[src/rtl/simon_score_keeper_pkg.sv]
`default_nettype none
// ---------------------------------------------------------------------------
// simon_pkg : shared types and helpers for the Simon score keeper
// Rev 1.0
// ---------------------------------------------------------------------------
package simon_pkg;

  localparam int SCORE_W = 6;

  typedef enum logic [1:0] {
    IDLE = 2'd0,
    PLAY = 2'd1,
    OVER = 2'd2
  } game_state_t;

  function automatic logic [SCORE_W-1:0] sat_next_score(
    input logic [SCORE_W-1:0] score,
    input logic [SCORE_W-1:0] max_score
  );
    return (score >= max_score) ? max_score : score + SCORE_W'(1);
  endfunction

endpackage
`default_nettype wire

[src/rtl/simon_score_keeper_if.sv]
`default_nettype none
// ---------------------------------------------------------------------------
// simon_score_keeper_if : game events in, score/display status out
// Rev 1.0
// ---------------------------------------------------------------------------
interface simon_score_keeper_if;
  import simon_pkg::*;

  logic               start_game;
  logic               round_pass;
  logic               round_fail;
  logic               show_best;
  logic [SCORE_W-1:0] result_data;
  logic               game_active;
  logic               game_over;
  logic               won;
  logic               new_record;
  logic               display_blank;

  modport master (
    output start_game, round_pass, round_fail, show_best,
    input  result_data, game_active, game_over, won, new_record, display_blank
  );

  modport slave (
    input  start_game, round_pass, round_fail, show_best,
    output result_data, game_active, game_over, won, new_record, display_blank
  );

endinterface
`default_nettype wire

[src/rtl/simon_score_keeper_blink_timer.sv]
`default_nettype none
// ---------------------------------------------------------------------------
// blink_timer : toggles phase every PERIOD enabled cycles; clear wins
// Rev 1.0
// ---------------------------------------------------------------------------
module blink_timer #(
  parameter int PERIOD = 25_000_000
) (
  input  logic clk,
  input  logic reset,
  input  logic enable,
  input  logic clear,
  output logic phase
);

  localparam int              CNT_W    = (PERIOD > 1) ? $clog2(PERIOD) : 1;
  localparam logic [CNT_W-1:0] CNT_LAST = CNT_W'(PERIOD - 1);

  logic [CNT_W-1:0] cnt_q, cnt_d;
  logic             phase_q, phase_d;

  always_comb begin
    cnt_d   = cnt_q;
    phase_d = phase_q;
    if (clear) begin
      cnt_d   = '0;
      phase_d = 1'b0;
    end else if (enable) begin
      if (cnt_q == CNT_LAST) begin
        cnt_d   = '0;
        phase_d = ~phase_q;
      end else begin
        cnt_d = cnt_q + CNT_W'(1);
      end
    end
  end

  always_ff @(posedge clk) begin
    if (reset) begin
      cnt_q   <= '0;
      phase_q <= 1'b0;
    end else begin
      cnt_q   <= cnt_d;
      phase_q <= phase_d;
    end
  end

  assign phase = phase_q;

endmodule
`default_nettype wire

[src/rtl/simon_score_keeper.sv]
`default_nettype none
// ---------------------------------------------------------------------------
// simon_score_keeper : game-phase FSM, round score and session best score
// Rev 1.0
// ---------------------------------------------------------------------------
module simon_score_keeper
  import simon_pkg::*;
#(
  parameter int MAX_SCORE    = 63,
  parameter int BLINK_CYCLES = 25_000_000
) (
  input  logic                clk,
  input  logic                reset,
  simon_score_keeper_if.slave bus
);

  localparam logic [SCORE_W-1:0] MAX_VAL  = SCORE_W'(MAX_SCORE);
  localparam logic [SCORE_W-1:0] LAST_RND = SCORE_W'(MAX_SCORE - 1);

  game_state_t        state_q, state_d;
  logic [SCORE_W-1:0] score_q, score_d;
  logic [SCORE_W-1:0] best_q, best_d;
  logic               won_q, won_d;
  logic               new_record_q, new_record_d;
  logic               game_active_q, game_active_d;
  logic               game_over_q, game_over_d;
  logic               blink_clear;
  logic               blink_phase;

  always_comb begin
    state_d      = state_q;
    score_d      = score_q;
    best_d       = best_q;
    won_d        = won_q;
    new_record_d = new_record_q;
    unique case (state_q)
      IDLE: begin
        if (bus.start_game) begin
          state_d = PLAY;
          score_d = '0;
        end
      end
      PLAY: begin
        if (bus.start_game) begin
          score_d = '0;
        end else if (bus.round_fail) begin
          state_d = OVER;
        end else if (bus.round_pass) begin
          score_d = sat_next_score(score_q, MAX_VAL);
          if (score_q == LAST_RND) begin
            won_d   = 1'b1;
            state_d = OVER;
          end
        end
      end
      OVER: begin
        if (bus.start_game) begin
          state_d      = PLAY;
          score_d      = '0;
          won_d        = 1'b0;
          new_record_d = 1'b0;
        end
      end
      default: state_d = IDLE;
    endcase

    // Record check uses the score being registered on the entry edge.
    if (state_q != OVER && state_d == OVER && score_d > best_q) begin
      best_d       = score_d;
      new_record_d = 1'b1;
    end

    game_active_d = (state_d == PLAY);
    game_over_d   = (state_d == OVER);
  end

  always_ff @(posedge clk) begin
    if (reset) begin
      state_q       <= IDLE;
      score_q       <= '0;
      best_q        <= '0;
      won_q         <= 1'b0;
      new_record_q  <= 1'b0;
      game_active_q <= 1'b0;
      game_over_q   <= 1'b0;
    end else begin
      state_q       <= state_d;
      score_q       <= score_d;
      best_q        <= best_d;
      won_q         <= won_d;
      new_record_q  <= new_record_d;
      game_active_q <= game_active_d;
      game_over_q   <= game_over_d;
    end
  end

  assign blink_clear = (state_q == OVER) != (state_d == OVER);

  blink_timer #(
    .PERIOD (BLINK_CYCLES)
  ) u_blink_timer (
    .clk    (clk),
    .reset  (reset),
    .enable (state_q == OVER),
    .clear  (blink_clear),
    .phase  (blink_phase)
  );

  assign bus.result_data   = bus.show_best ? best_q : score_q;
  assign bus.game_active   = game_active_q;
  assign bus.game_over     = game_over_q;
  assign bus.won           = won_q;
  assign bus.new_record    = new_record_q;
  assign bus.display_blank = blink_phase;

endmodule
`default_nettype wire
[src/flat_wrapper.sv]
// flat-port wrapper written by rule: the top's interface ports become plain ports
module simon_score_keeper_flat import simon_pkg::*;
#(
  parameter int MAX_SCORE    = 63,
  parameter int BLINK_CYCLES = 25_000_000
)
  (clk, reset, bus_start_game, bus_round_pass, bus_round_fail, bus_show_best, bus_result_data, bus_game_active, bus_game_over, bus_won, bus_new_record, bus_display_blank);
  simon_score_keeper_if bus_i ();
  input  logic clk;
  input  logic reset;
  input wire logic [$bits(bus_i.start_game)-1:0] bus_start_game;
  input wire logic [$bits(bus_i.round_pass)-1:0] bus_round_pass;
  input wire logic [$bits(bus_i.round_fail)-1:0] bus_round_fail;
  input wire logic [$bits(bus_i.show_best)-1:0] bus_show_best;
  output wire logic [$bits(bus_i.result_data)-1:0] bus_result_data;
  output wire logic [$bits(bus_i.game_active)-1:0] bus_game_active;
  output wire logic [$bits(bus_i.game_over)-1:0] bus_game_over;
  output wire logic [$bits(bus_i.won)-1:0] bus_won;
  output wire logic [$bits(bus_i.new_record)-1:0] bus_new_record;
  output wire logic [$bits(bus_i.display_blank)-1:0] bus_display_blank;
  assign bus_i.start_game = bus_start_game;
  assign bus_i.round_pass = bus_round_pass;
  assign bus_i.round_fail = bus_round_fail;
  assign bus_i.show_best = bus_show_best;
  assign bus_result_data = bus_i.result_data;
  assign bus_game_active = bus_i.game_active;
  assign bus_game_over = bus_i.game_over;
  assign bus_won = bus_i.won;
  assign bus_new_record = bus_i.new_record;
  assign bus_display_blank = bus_i.display_blank;
  simon_score_keeper #(.MAX_SCORE(MAX_SCORE), .BLINK_CYCLES(BLINK_CYCLES)) u_core (.clk(clk), .reset(reset), .bus(bus_i));
endmodule
[config.mk]
export PLATFORM = sky130hd
export DESIGN_NAME = simon_score_keeper_flat
export DESIGN_NICKNAME = d
export VERILOG_FILES = /design/src/rtl/simon_score_keeper_pkg.sv /design/src/rtl/simon_score_keeper_if.sv /design/src/rtl/simon_score_keeper_blink_timer.sv /design/src/rtl/simon_score_keeper.sv /design/src/flat_wrapper.sv
export SDC_FILE = /design/constraint.sdc
export NUM_CORES = 1
export LEC_CHECK = 0
export BUFFER_PORTS_ARGS = -buffer_cell sky130_fd_sc_hd__buf_4
export CORE_ASPECT_RATIO = 1.1
export CORE_MARGIN = 3
export CORE_UTILIZATION = 39
export DETAILED_ROUTE_END_ITERATION = 7
export PLACE_DENSITY = 0.65
export SYNTH_ARGS = -nofsm -noshare
export SYNTH_HDL_FRONTEND = slang
export SYNTH_SLANG_ARGS = --single-unit
[constraint.sdc]
create_clock -name clk -period 5.2 [get_ports clk]
set_input_delay 1.04 -clock clk [delete_from_list [all_inputs] [get_ports clk]]
set_output_delay 1.04 -clock clk [all_outputs]
set_load 0.01 [all_outputs]
==> results.md, run 1 <==
- In this run the worst path has a maximum fanout of 12.
- The top flip-flop cell by instance count after synthesis is sky130_fd_sc_hd__dfxtp_1.
- Clock tree synthesis selected as its root buffer the cell sky130_fd_sc_hd__clkbuf_8.
- The later-pin clock latency in the skew report is 0.31 ns.
- Counting I/O delays and the setup requirement, the final critical path takes 3.40 ns.
- Setup violations remaining at the end of the flow were counted as 0.
- In the post-synthesis netlist, the biggest area contributors are sky130_fd_sc_hd__dfxtp_1 35%, sky130_fd_sc_hd__ha_1 4.9%, sky130_fd_sc_hd__a211oi_1 4.4%.
- The worst-margin pin slew is 0.952 ns.
- The largest total area in the synthesized netlist belongs to sky130_fd_sc_hd__dfxtp_1.
- Global routing consumed, over all layers together, 16.4% of the routing resources.
- The most common cell after layout, fill and taps aside is sky130_fd_sc_hd__dfxtp_1.
- The wire length of the first global-routing pass is 10300 um.
- In this run the horizontal extent of the chip is 83.0 um.
- The number of ports placed on the die boundary is 17.
- Leaving out fill and tap cells, the most frequent cells in the layout are 44 x sky130_fd_sc_hd__dfxtp_1, 24 x sky130_fd_sc_hd__nand2_1, 21 x sky130_fd_sc_hd__inv_1, 17 x sky130_fd_sc_hd__buf_4, 15 x sky130_fd_sc_hd__a211oi_1.
- The total via count in the routed design is 2298.
- The number of buffers created by CTS is 5.
- By area, the combinational part of the netlist is dominated by simple AND/OR/NAND/NOR gates.
- Relative to the synthesized area, the layout overhead comes to 11.0%.
- The endpoint type of the worst setup path is a flop.
- Clock tree synthesis found a total of 44 sinks.
- The data arrival at the endpoint of the critical path is 3.57 ns.
- The detailed-route vias per instance is 5.89.
- The synthesized netlist occupies a cell area of 0.00254 mm^2.
- Counting every instance in the synthesized netlist gives 298.
- The number of antenna violations at the first check in global routing is 0.
- The classification of the worst-slack hold path is flop to flop.
- Measured on the finished design, the core utilization comes to 45.3%.
- The starting density of the core is 40.8%.
- The launch instance of the worst register-to-register path is u_core.state_q[0].
- The number of search-and-repair iterations in the first detailed-routing pass is 6.
- The run finished with clean final reports.
- In this run the static leakage power is 0.000967 uW.
- 0 antenna diodes ended up in the layout.
- The die covers 0.00753 mm^2.
- Summing the areas of all compound-gate instances in the mapped netlist gives 20.2% of the synthesized area.
- In this run the vertical extent of the chip is 90.7 um.
- The netlist uses 61 different library cells.
- After layout, the design draws a total of 651 uW.
- The clock tree from TritonCTS is yes.
- Setup repair after global routing left no endpoint under its margin.
- The final-report max-slew violation count is 0.
- Once the clock tree was built, the resizer swapped 0 gates to a different size.
- The warning count from the yosys run is 0.
- The number of buffers inserted by hold repair at cts is 0.
- The HPWL after detailed placement is 4380 um.
- The synthesized netlist devotes 2.41% of its cell area to XOR and XNOR gates.
- After synthesis, the mean cell area works out to 8.54 um^2.
- The cell repeated most along the worst path is sky130_fd_sc_hd__nor2_1.
- The startpoint class of the critical path is an input port.
- The detailed router's first-iteration violation count is 169.
- For this block, the routed nets add up to 5950 um of wire.
- The maximum operating frequency is 0.294 GHz.
- The maximum number of buffers from clock root to sink is 2.
- The slowest cell on the critical path is sky130_fd_sc_hd__or3b_2.
- The worst pin sits at a relative slew slack of 36.4%.
- The mux cell area share after synthesis is 2.90%.
- After global routing the overflow that remains totals 0.
- The maximum vdd ir drop is 0.0000972 V.
- At the end of routability-driven placement, the weighted congestion stood at 0.751.
- In this run the remaining antenna-violating nets after routing total 0.
- The post-route DRC violation count is 0.
- After synthesis, flip-flops and latches occupy 34.6% of the total area.
- The startpoint identified for the worst hold timing path is u_core.best_q[0].
- After synthesis, the share of flip-flops with an asynchronous set or reset is 0%.
- The critical path goes through buf_4 -> or3b_2 -> nor4_1 -> nor2_1 -> nor2_1 -> ha_1 -> a21oi_1 -> nor2b_1 -> o31a_1 -> a2111oi_0.
- The pin count of the biggest net entering global routing is 28.
- The wire length per cell is 15.3 um.
- The tightest hold margin is 0.490 ns.
- The setup skew after layout is 0.0131 ns.
- Data on the critical path is required at its endpoint by 5.37 ns.
- The net count after synthesis is 314.
- Buffers added to address setup during post-CTS repair amount to 0.
- Summing the areas of all fa, ha and maj instances in the mapped netlist gives 4.92% of the synthesized area.
- The count of input and output buffers is 16.
- The worst setup path is of the input port to flop kind.
- Of the cells placed in the final design, the portion with a size suffix greater than 1 is 14.2%.
- After floorplanning, the core was divided into 30 placement rows.
- The launching element of the worst setup path is bus_start_game.
- The final period utilization is 65.4%.
- The total number of H-tree levels is 2.
- The largest single stage delay on the critical path is 0.52 ns.
- The post-synthesis share of cell area spent on and, or, nand and nor gates is 29.0%.
- The final net count is 325.
- The clock slew seen by the registers of the worst setup and hold paths is 0.10 ns.
- After routing, the total negative slack on setup checks comes to 0 ns.
- Dividing total power by cell area gives a power density of 231 mW/mm^2.
- The count of flip-flops with a built-in enable after synthesis is 0.
- Summed over its instances, the top area cell type makes up 34.6% of the synthesized netlist area.
- The total core area is 0.00623 mm^2.
- The number of hold violations in the final report is 0.
- The via count of the first global-routing pass is 2108.
- The number of register bits inferred by synthesis is 44.
- The count of maximum capacitance violations is 0.
==> final cells by class <==
| class | count | area (um^2) |
|---|---|---|
| clock inverters | 3 | 46.3 |
| flip-flops and latches | 44 | 881 |
| well taps | 80 | 100 |
| clock buffers | 5 | 68.8 |
| inverters | 22 | 82.6 |
| fillers | 620 | 3410 |
| multi-input cells | 219 | 1520 |
| repair buffers | 17 | 128 |
==> cell families after synthesis <==
family	Yosys count
adder cells (fa/ha/maj)	10
AND/OR/NAND/NOR	125
buffers and inverters	35
XOR/XNOR	7
flip-flops	44
AO/OA/AOI/OAI	70
multiplexers	7
==> flip-flops by register name, summed over array words and instances (netlist names) <==
name / cells
u_core.bus.new_record: 1
u_core.score_q: 6
u_core.state_q: 2
u_core.bus.won: 1
u_core.u_blink_timer.phase: 1
u_core.bus.game_active: 1
u_core.best_q: 6
u_core.u_blink_timer.cnt_q: 25
u_core.bus.game_over: 1
==> cell usage after synthesis (6+ instances only) <==
master and instances:
sky130_fd_sc_hd__or4_1 10, sky130_fd_sc_hd__clkbuf_1 9, sky130_fd_sc_hd__nand4_1 12, sky130_fd_sc_hd__a21oi_1 6, sky130_fd_sc_hd__nor3_1 14, sky130_fd_sc_hd__nand2_1 24
sky130_fd_sc_hd__inv_1 21, sky130_fd_sc_hd__a211oi_1 15, sky130_fd_sc_hd__dfxtp_1 44, sky130_fd_sc_hd__nand3_1 9, sky130_fd_sc_hd__nor4_1 8, sky130_fd_sc_hd__nor2_1 14
sky130_fd_sc_hd__o21ai_0 9, sky130_fd_sc_hd__ha_1 10, sky130_fd_sc_hd__o31ai_1 11
==> worst max-delay path: cells and delay by family <==
kind | cells | cell delay, ns
and+or+nand+nor | 5 | 1.11
buffers and inverters | 1 | 0.15
adders and majority gates | 1 | 0.25
AOI/OAI and AO/OA | 3 | 1.01
==> stage by stage <==
step | setup WS, ns | area (um^2) | instances
4_1_cts | 1.79 | 2820 | 390
2_1_floorplan | 1.92 | 2540 | 298
6_report | 1.80 | 2820 | 390
5_1_grt | 1.58 | 2820 | 390
3_3_place_gp | 1.66 | 2710 | 382
3_5_place_dp | 1.46 | 2710 | 382
==> power by group <==
group | internal (uW) | switching, uW
registers | 339 | 2.60
logic | 10.7 | 19.2
clock network | 145 | 135
==> routing by layer <==
layer  wire (um)  track usage [%]  vias to the layer above
met4         102             6.13                        0
li1            -                -                     1162
met2        2770             26.7                       59
met1        2830             21.6                     1068
met3         252             2.83                        9
met5           0                0                        -
==> worst paths after layout <==
check,cells after the start,endpoint,slack [ns]
worst max-delay path,10,u_core.best_q[1],1.80
worst min-delay path,2,u_core.best_q[0],0.49
worst max register to register,8,u_core.best_q[1],2.12
worst min register to register,2,u_core.best_q[0],0.49
(Power assumes the default switching activity.)
==> inputs of run 2 (changes only) <==
Settings changed: PLACE_DENSITY 0.65 to 0.68.
Clock period 5.2 ns to 3.1 ns, I/O delays scaled along.
==> run 2 against run 1 <==
- register-to-register slack worse by 1.9 ns
- global-route usage fell by 0.66 points
- clock power grew 69%
- flip-flop and latch count stayed put
- sequential power grew 68%
- die area is the same
- critical endpoint is now u_core.best_q[3]
- largest power group unchanged
- highest routed layer unchanged
==> results.md, run 2 (synthesis results as in run 1) <==
- The worst register-to-register path begins at u_core.score_q[1].
- The number of ports placed on the die boundary is 17.
- In this run the most critical hold path is launched from u_core.best_q[0].
- Of the total power, the share spent switching nets is 22.4%.
- At the later pin of the worst-skew pair, clock insertion delay measures 0.31 ns.
- The die span in x is 83.0 um.
- The number of buffers inserted by hold repair at cts is 0.
- The relative max-transition margin is 57.7%.
- Port buffering added 16 buffers.
- The routed layout has 2336 vias.
- The maximum vdd ir drop is 0.000172 V.
- Measured in cells, the most critical reg-to-reg path has a length of 9.
- The worst setup path is captured at a flop.
- For this design, the slowest cell found on the critical path is sky130_fd_sc_hd__a2111oi_0.
- The number of buffers created by CTS is 5.
- The minimum clock period after layout is 2.85 ns.
- The number of setup buffers added after CTS is 0.
- The final-report max-slew violation count is 0.
- Across the whole layout, storage elements account for 882 um^2.
- The maximum number of buffers from clock root to sink is 2.
- Data on the critical path is required at its endpoint by 3.27 ns.
- The H-tree generated during clock tree synthesis spans 2 levels.
- Data on the critical path arrives at its endpoint at 3.02 ns.
- The wire length per cell is 14.7 um.
- The largest stage delay on the critical path is 0.46 ns.
- The detailed router's first-iteration violation count is 99.
- The flow ran to the end, and the final reports show no timing, DRC or antenna violations.
- The smallest setup slack after layout is 0.251 ns.
- The worst-margin pin slew is 0.629 ns.
- The tree built by TritonCTS fans out to 44 sinks.
- The starting density of the core is 40.8%.
- Using the TritonRoute via totals, the vias-per-cell ratio works out to 5.85.
- The number of antenna diodes in the final layout is 0.
- Setup repair after global routing left no endpoint under its margin.
- The number of hold violations in the final report is 0.
- Counting both buffers and inverters, the worst setup path holds a total of 0.
- In this run the register-to-register setup slack is 0.25 ns.
- The overflow left after global routing is 0.
- The via count of the first global-routing pass is 2188.
- The height of the chip is 90.7 um.
- The share of power burned in combinational logic is 5.0%.
- In this run the core area contains 30 standard-cell rows.
- Routability-driven placement finished with a final weighted congestion of 0.814.
- For this design the total switching power over the nets is 246 uW.
- The end point of the critical path is u_core.best_q[3].
- The signal on the critical path passes through ha_1 -> nand3b_1 -> o31a_1 -> o22a_1 -> ha_1 -> a21oi_1 -> a21oi_1 -> o31a_1 -> a2111oi_0.
- The internal portion of the total power is 854 uW.
- For this run, the post-layout net count is 334.
- TritonCTS built the clock tree.
- Setup violations remaining at the end of the flow were counted as 0.
- The count of maximum capacitance violations is 0.
- The area growth from synthesis to layout is 14.2%.
- The library cell used most frequently in the layout, excluding fill and tap cells, is sky130_fd_sc_hd__dfxtp_1.
- The number of stages on the worst setup path is 9.
- The launching element of the worst setup path is u_core.score_q[1].
- Fill cells in the final layout number 611.
- The worst setup path is launched from a flop.
- The first global-routing pass estimated 9970 um of wire.
- The worst register-to-register path ends at u_core.best_q[3].
- After routing, the total negative slack on setup checks comes to 0 ns.
- Power spread over the standard cell area amounts to 379 mW/mm^2.
- The flip-flop count of the largest register after layout is 25.
- Entering global routing, the biggest net connects 18 pins.
- Of the total power, registers draw 52.0%.
- Global routing used 15.8% of the available tracks across all layers.
- The number of antenna violations at the first check in global routing came to 0.
- The critical path in this run is classified as flop to flop.
- The top cell types in the final layout, fill and taps aside, are 43 x sky130_fd_sc_hd__dfxtp_1, 26 x sky130_fd_sc_hd__buf_4, 24 x sky130_fd_sc_hd__nand2_1, 21 x sky130_fd_sc_hd__inv_1, 15 x sky130_fd_sc_hd__a211oi_1.
- The first detailed-routing pass took 4 iterations.
- The clock slew seen by the registers of the worst setup and hold paths is 0.09 ns.
- The final period utilization is 91.9%.
- The maximum operating frequency is 0.351 GHz.
- In the final layout, the registers with the most flip-flops are u_core.u_blink_timer.cnt_q x25, u_core.best_q x6, u_core.score_q x6.
- After detailed routing, the number of remaining DRC violations is 0.
- The share of total power in the clock network is 43.0%.
- Wires add up to 5860 um.
- The cell family contributing the most delay on the critical path is compound AO/OA/AOI/OAI gates.
- Summed over all cells, the static leakage comes to 0.00102 uW.
- The setup skew after layout is 0.0108 ns.
- The HPWL after detailed placement is 4330 um.
- In the final layout, the share of cells above drive strength 1 is 17.2%.
- CTS placed an instance of sky130_fd_sc_hd__clkbuf_8 at the clock tree root.
- The top register by number of flip-flops is u_core.u_blink_timer.cnt_q.
- The number of instances resized during post-cts repair is 0.
- The classification of the worst-slack hold path is flop to flop.
- The detail route stage leaves a number of antenna-violating nets equal to 0.
- In the final layout, the multi-input gates occupy 0.00152 mm^2.
- The die covers 0.00753 mm^2.
- The total area inside the core boundary comes to 0.00623 mm^2.
- The biggest fanout along the worst timing path is 5.
- The worst setup slack after placement is -0.0665 ns.
run 2: layout make-up:
class                      count  share of cell area [%]
clock buffer                   6                    2.84
clock inverter                 2                    1.34
inverter                      22                    2.84
multi-input combinational    219                    52.5
sequential                    44                    30.4
tap                           80                    3.45
timing repair buffer          26                    6.72
run 2: how the worst min path moves through the flow:
| stage | depth (start not counted) | to | slack [ns] |
|---|---|---|---|
| global placement | 2 | u_core.u_blink_timer.phase | 0.46 |
| floorplan | 2 | u_core.best_q[4] | 0.44 |
| global route | 2 | u_core.u_blink_timer.cnt_q[24] | 0.51 |
| detailed placement | 2 | u_core.best_q[0] | 0.47 |
| CTS | 2 | u_core.best_q[0] | 0.49 |
| finish | 2 | u_core.best_q[0] | 0.48 |
run 2: per-stage QoR:
step	power [uW]	cell area [um^2]	cells	hold WS (ns)	utilization (%)
after floorplan	620	2540	298	0.444	-
after global placement	640	2780	391	0.464	44.6
after detailed placement	641	2780	391	0.474	44.6
after CTS	1110	2900	399	0.489	46.5
after global routing	1140	2910	399	0.510	46.6
final	1100	2910	399	0.483	46.6
run 2: tightest hold or removal path, stage by stage (launching register included):
cell and delay, ns:
sky130_fd_sc_hd__dfxtp_1 0.33, sky130_fd_sc_hd__nand2_1 0.06, sky130_fd_sc_hd__mux2i_1 0.05
run 2: per-layer routing:
| metal | share of wire, % | global-route usage [%] |
|---|---|---|
| met1 | 46 | 19.8 |
| met2 | 48 | 25.9 |
| met3 | 3.4 | 2.92 |
| met4 | 2.2 | 7.49 |
| met5 | 0 | 0 |
run 2: power by group through the flow:
stage / Sequential, uW / Combinational [uW] / Clock (uW)
after floorplan: 584 / 36.9 / 0
after global placement: 585 / 54.8 / 0
after detailed placement: 585 / 55.5 / 0
after CTS: 572 / 55.7 / 485
after global routing: 573 / 61.3 / 503
final: 572 / 55.4 / 472
